File: src/rtl/ram_arbiter.sv
// ram_arbiter: grants the single shared RAM port to one of four cache miss
// requesters (core0 I/D, core1 I/D). D beats I within a core, and the cores
// rotate round-robin. Optional grant watchdog: define ARB_WATCHDOG_EN.

package ram_arbiter_pkg;
  typedef enum logic [1:0] {
    FREE   = 2'd0,
    BUSY   = 2'd1,
    ACCESS = 2'd2,
    ERROR  = 2'd3
  } ramstate_t;
endpackage

module ram_arbiter #(
  parameter int unsigned WDOG_LIMIT = 64
) (
  input  logic                       CLK,
  input  logic                       nRST,
  input  logic [1:0]                 iREN,
  input  logic [1:0]                 dREN,
  input  logic [1:0]                 dWEN,
  input  logic [1:0][31:0]           iaddr,
  input  logic [1:0][31:0]           daddr,
  input  logic [1:0][31:0]           dstore,
  input  ram_arbiter_pkg::ramstate_t ramstate,
  input  logic [31:0]                ramload,
  output logic [1:0]                 iwait,
  output logic [1:0]                 dwait,
  output logic [1:0][31:0]           iload,
  output logic [1:0][31:0]           dload,
  output logic [31:0]                ramaddr,
  output logic [31:0]                ramstore,
  output logic                       ramREN,
  output logic                       ramWEN,
  output logic                       arb_timeout
);

  typedef enum logic {
    ST_IDLE = 1'b0,
    ST_BUSY = 1'b1
  } arb_state_t;

  arb_state_t state_q, state_d;
  logic [1:0] owner_q, owner_d;        // {core, is_data}
  logic       last_core_q, last_core_d;

  logic [1:0] req_d;
  logic       own_core, own_is_d, own_req, access;
  logic       pref, pick_core, any_req;
  logic       wdog_fire;

  assign req_d     = dREN | dWEN;
  assign own_core  = owner_q[1];
  assign own_is_d  = owner_q[0];
  assign own_req   = own_is_d ? req_d[own_core] : iREN[own_core];
  assign access    = (ramstate == ram_arbiter_pkg::ACCESS);
  assign pref      = ~last_core_q;
  assign pick_core = (req_d[pref] | iREN[pref]) ? pref : ~pref;
  assign any_req   = |(req_d | iREN);

  assign iload = {ramload, ramload};
  assign dload = {ramload, ramload};

`ifdef ARB_WATCHDOG_EN
  localparam int unsigned CW = $clog2(WDOG_LIMIT) + 1;

  logic [CW-1:0] wdog_q;
  logic          timeout_q;

  assign wdog_fire   = (state_q == ST_BUSY) && (wdog_q == CW'(WDOG_LIMIT));
  assign arb_timeout = timeout_q;

  // Count stalled BUSY cycles of the current grant; flag sticks once the limit is hit
  always_ff @(posedge CLK or negedge nRST) begin
    if (!nRST) begin
      wdog_q    <= '0;
      timeout_q <= 1'b0;
    end else begin
      if (state_q == ST_IDLE) begin
        wdog_q <= '0;
      end else if (!access && (wdog_q != CW'(WDOG_LIMIT))) begin
        wdog_q <= wdog_q + CW'(1);
      end
      if ((state_q == ST_BUSY) && !access && own_req &&
          (wdog_q == CW'(WDOG_LIMIT - 1))) begin
        timeout_q <= 1'b1;
      end
    end
  end
`else
  logic unused_wdog;

  assign unused_wdog = ^WDOG_LIMIT;
  assign wdog_fire   = 1'b0;
  assign arb_timeout = 1'b0;
`endif

  // State, owner and round-robin pointer registers
  always_ff @(posedge CLK or negedge nRST) begin
    if (!nRST) begin
      state_q     <= ST_IDLE;
      owner_q     <= 2'b00;
      last_core_q <= 1'b1;
    end else begin
      state_q     <= state_d;
      owner_q     <= owner_d;
      last_core_q <= last_core_d;
    end
  end

  // Arbitration, release conditions and RAM/wait routing for the current owner
  always_comb begin
    state_d     = state_q;
    owner_d     = owner_q;
    last_core_d = last_core_q;
    iwait       = 2'b11;
    dwait       = 2'b11;
    ramaddr     = '0;
    ramstore    = '0;
    ramREN      = 1'b0;
    ramWEN      = 1'b0;
    case (state_q)
      ST_IDLE: begin
        if (any_req) begin
          owner_d = {pick_core, req_d[pick_core]};
          state_d = ST_BUSY;
        end
      end
      ST_BUSY: begin
        if (own_is_d) begin
          ramaddr  = daddr[own_core];
          ramstore = dstore[own_core];
          ramWEN   = dWEN[own_core];
          ramREN   = dREN[own_core] & ~dWEN[own_core];
        end else begin
          ramaddr  = iaddr[own_core];
          ramREN   = 1'b1;
        end
        if (access) begin
          if (own_is_d) dwait[own_core] = 1'b0;
          else          iwait[own_core] = 1'b0;
          state_d     = ST_IDLE;
          last_core_d = own_core;
        end else if (!own_req) begin
          state_d = ST_IDLE;
        end else if (wdog_fire) begin
          state_d     = ST_IDLE;
          last_core_d = own_core;
        end
      end
      default: state_d = ST_IDLE;
    endcase
  end

endmodule

File: config.mk
export PLATFORM = sky130hd
export DESIGN_NAME = ram_arbiter
export DESIGN_NICKNAME = d
export VERILOG_FILES = /design/src/rtl/ram_arbiter.sv
export SDC_FILE = /design/constraint.sdc
export NUM_CORES = 1
export LEC_CHECK = 0
export ABC_AREA = 1
export CAP_MARGIN = 30
export CORE_AREA = 8 8 162 164
export CTS_BUF_LIST = sky130_fd_sc_hd__clkbuf_16
export DETAILED_ROUTE_END_ITERATION = 6
export DIE_AREA = 0 0 170 172
export SYNTH_ARGS = -nofsm -noshare
export SYNTH_HDL_FRONTEND = slang
export SYNTH_SLANG_ARGS = --single-unit
export TNS_END_PERCENT = 20
File: constraint.sdc
create_clock -name CLK -period 1.9 [get_ports CLK]
set_input_delay 0.38 -clock CLK [delete_from_list [all_inputs] [get_ports CLK]]
set_output_delay 0.38 -clock CLK [all_outputs]
set_load 0.005 [all_outputs]
==> summary.txt <==
Die
  – Total number of placement rows: 57
  – Vertical die dimension: 172 µm
  – Count of boundary I/O pins: 433
  – Initial cell density of the core: 11.7%
  – Floorplan Core Area: 23800 µm²
  – Area of the die: 29200 µm²
  – Die Wd: 170 µm

Clock tree
  – Clock Path Buffers: 2
  – Number of CTS-inserted buffers: 3
  – Hold-fix buffers, CTS: 0
  – Clock transition at path regs: 0.03 ns
  – Clock latency at the later pin of the worst-skew pair: 0.23 ns
  – Library cell used as clock root buffer: sky130_fd_sc_hd__clkbuf_16
  – TritonCTS clock tree: yes
  – H-tree depth: 1
  – Clk sinks: 4

Critical path
  – Worst-case reg-to-reg path depth: 10
  – Slack of the worst reg-to-reg path: 0.42 ns
  – Kind of capture point of the worst setup path: output port
  – Destination of the critical timing path: ramaddr[4]
  – Crit path required time: 1.52 ns
  – Capture instance of the worst register-to-register path: state_q
  – Origin of the critical flop-to-flop path: owner_q[0]
  – Critical path origin: owner_q[0]
  – Biggest fanout along the worst timing path: 5
  – Worst Setup Start Kind: flip-flop
  – Start-to-end type of the worst setup path: flip-flop to output port
  – Worst EP arrival: 1.73 ns

Timing
  – Setup repair after global routing missed its margin: true
  – Minimum clock period: 2.11 ns
  – Final Hold Fails: 0
  – Sum of negative setup slack: -8.35 ns
  – Setup WS post-layout: -0.211 ns
  – Post-route clock period utilization: 111%
  – Peak Freq: 474 MHz
  – Worst-case hold slack: 0.363 ns
  – Final setup violation count: 67
  – Fin. max-slew vios: 0
  – Max Clock Skew: 0.00641 ns

Logic synthesis
  – YS warnings: 0
  – Post-synthesis instance area: 2780 µm²
  – Synthesized net count: 741
  – Sequential area share after synthesis: 3.65%
  – Post-Syn Area per Cell: 5.48 µm²
  – Yosys reg bits: 4
  – Post-Syn Instances: 507
  – Count of cell types in the netlist: 20

Layout
  – Total number of nets in the final design: 935
  – End-of-flow core utilization: 24.1%
  – Layout cells sized above 1: 28.7%
  – Layout filler cell count: 2703
  – Multi-input logic area: 1650 µm²
  – Post-route cell area: 5750 µm²
  – Inserted Diodes: 0
  – Area taken by flip-flops and latches: 103 µm²
  – Number of cells in the finished layout apart from fillers: 1024
  – P&R area growth vs syn: 107%

Status
  – Violated checks: setup timing
  – Outcome: complete, but fails checks

Detailed routing
  – WL/cell: 18.0 µm
  – Starting DRT DRC Count: 146
  – Antenna Violating Nets Remaining: 0
  – Vias per std cell: 3.79
  – Count of unresolved DRC violations after routing: 0
  – Via total after detailed routing: 3886
  – DR pass1 iterations: 4
  – Total routed wirelength: 18500 µm

GRT
  – Largest net degree at the start of global routing: 37
  – First-pass GRT wire length: 22600 µm
  – Total routing usage reported by global routing: 9.83%
  – Number of antenna violations at the first check in global routing: 0
  – Vias in the first global route: 3941
  – Global route total overflow: 0

Job
  – Max Cap Violations: 0

Place
  – Routability congestion estimate: 0.887
  – Buffers on Ports: 271
  – Post-DP HPWL: 12200 µm
  – Post-placement setup slack: -0.244 ns
  – Placed cell area: 5010 µm²
  – Placed insts: 968

Pwr
  – Final total power: 7.36 mW
  – Max rail drop VDD: 0.602 mV
  – Power per unit of standard cell area: 1280 nW/µm²
  – Static leakage: 2.51 nW

Min path
  – Hold Crit Class: input port to asynchronous set/reset pin
==> metal layers <==
| layer | GRT usage (%) | up-vias | routed length (µm) |
|---|---|---|---|
| met1 | 9.38 | 1733 | 6520 |
| li1 | - | 1849 | - |
| met3 | 3.06 | 55 | 1790 |
| met5 | 0 | - | 0 |
| met4 | 4.46 | 0 | 661 |
| met2 | 19.0 | 249 | 9510 |
==> flip-flops by register name, summed over array words and instances, names as in the netlist <==
name         flops
state_q          1
owner_q          2
last_core_q      1
==> final cells by class <==
type	instances	area share [%]
clock buffers	3	1.31
clock inverters	1	0.0653
inverters	14	1.22
multi-input cells	333	28.7
flip-flops and latches	4	1.79
well taps	324	7.05
repair buffers	345	59.8
==> cells in the mapped netlist <==
library cell               number  share of area [%]
sky130_fd_sc_hd__nand2_1      217                 29
sky130_fd_sc_hd__buf_4        138                 37
sky130_fd_sc_hd__a21oi_1       35                6.3
sky130_fd_sc_hd__and2_1        32                7.2
sky130_fd_sc_hd__nand4_1       32                7.2
sky130_fd_sc_hd__inv_1          9                1.2
sky130_fd_sc_hd__buf_2          7                1.3
sky130_fd_sc_hd__nor2_1         7               0.95
sky130_fd_sc_hd__buf_6          5                2.0
sky130_fd_sc_hd__clkbuf_1       5               0.68
sky130_fd_sc_hd__inv_2          5               0.68
sky130_fd_sc_hd__dfrtp_1        3                2.7
sky130_fd_sc_hd__nand3_1        3               0.54
sky130_fd_sc_hd__nor3_1         2               0.36
sky130_fd_sc_hd__o21ai_0        2               0.36
sky130_fd_sc_hd__buf_1          1               0.13
sky130_fd_sc_hd__conb_1         1               0.13
sky130_fd_sc_hd__dfstp_2        1               0.95
sky130_fd_sc_hd__mux2i_1        1               0.36
sky130_fd_sc_hd__nor2_4         1               0.41
==> logic make-up (layout without fill, tap and decap cells) <==
group | after synthesis | after routing | share of synthesized area (%)
buffers and inverters | 170 | 363 | 43.2
muxes | 1 | 1 | 0.360
DFF | 4 | 4 | 3.65
AOI/OAI and AO/OA | 37 | 37 | 6.66
and+or+nand+nor | 294 | 294 | 45.9
other | 1 | 1 | 0.135
==> worst max-delay path, cell delays in order, from the launching register on <==
cell	delay [ns]
sky130_fd_sc_hd__dfrtp_1	0.36
sky130_fd_sc_hd__inv_2	0.07
sky130_fd_sc_hd__buf_6	0.12
sky130_fd_sc_hd__nor2_4	0.18
sky130_fd_sc_hd__buf_8	0.17
sky130_fd_sc_hd__buf_12	0.12
sky130_fd_sc_hd__clkbuf_16	0.14
sky130_fd_sc_hd__nand2_2	0.04
sky130_fd_sc_hd__nand4_1	0.05
sky130_fd_sc_hd__and2_1	0.12
sky130_fd_sc_hd__buf_2	0.11
==> placed cells by master (no fill, tap or decap), drive strengths merged <==
| master | Yosys | routed |
|---|---|---|
| a21oi | 35 | 35 |
| and2 | 32 | 32 |
| buf | 151 | 116 |
| clkbuf | 5 | 20 |
| clkdlybuf4s15 | 0 | 4 |
| clkdlybuf4s50 | 0 | 201 |
| conb | 1 | 1 |
| dfrtp | 3 | 3 |
| dfstp | 1 | 1 |
| dlymetal6s2s | 0 | 7 |
| inv | 14 | 15 |
| mux2i | 1 | 1 |
| nand2 | 217 | 217 |
| nand3 | 3 | 3 |
| nand4 | 32 | 32 |
| nor2 | 8 | 8 |
| nor3 | 2 | 2 |
| o21ai | 2 | 2 |
==> worst min path at each step <==
stage,to,start,slack (ns)
2_1_floorplan,owner_q[0],nRST,0.08
3_5_place_dp,last_core_q,last_core_q,0.50
4_1_cts,owner_q[0],nRST,0.37
5_1_grt,owner_q[0],nRST,0.38
6_report,owner_q[0],nRST,0.36
3_3_place_gp,last_core_q,last_core_q,0.50
==> repair_timing <==
action | CTS | global route
gates resized for setup | 227 | 105
endpoints found under the hold margin | 0 | 0
buffers inserted | 11 | 27
pin swaps | 1 | 19
endpoints found under the setup margin | 70 | 68
gates cloned | 4 | 11
==> where the power goes <==
group          leakage, nW  total, mW  internal (mW)  switching (mW)
logic                 2.42       6.84           3.63            3.20
clock network       0.0423      0.338          0.272          0.0655
registers           0.0445      0.183          0.139          0.0433
total                 2.51       7.36           4.04            3.31
Note: power is estimated with default switching activity, not from simulation.
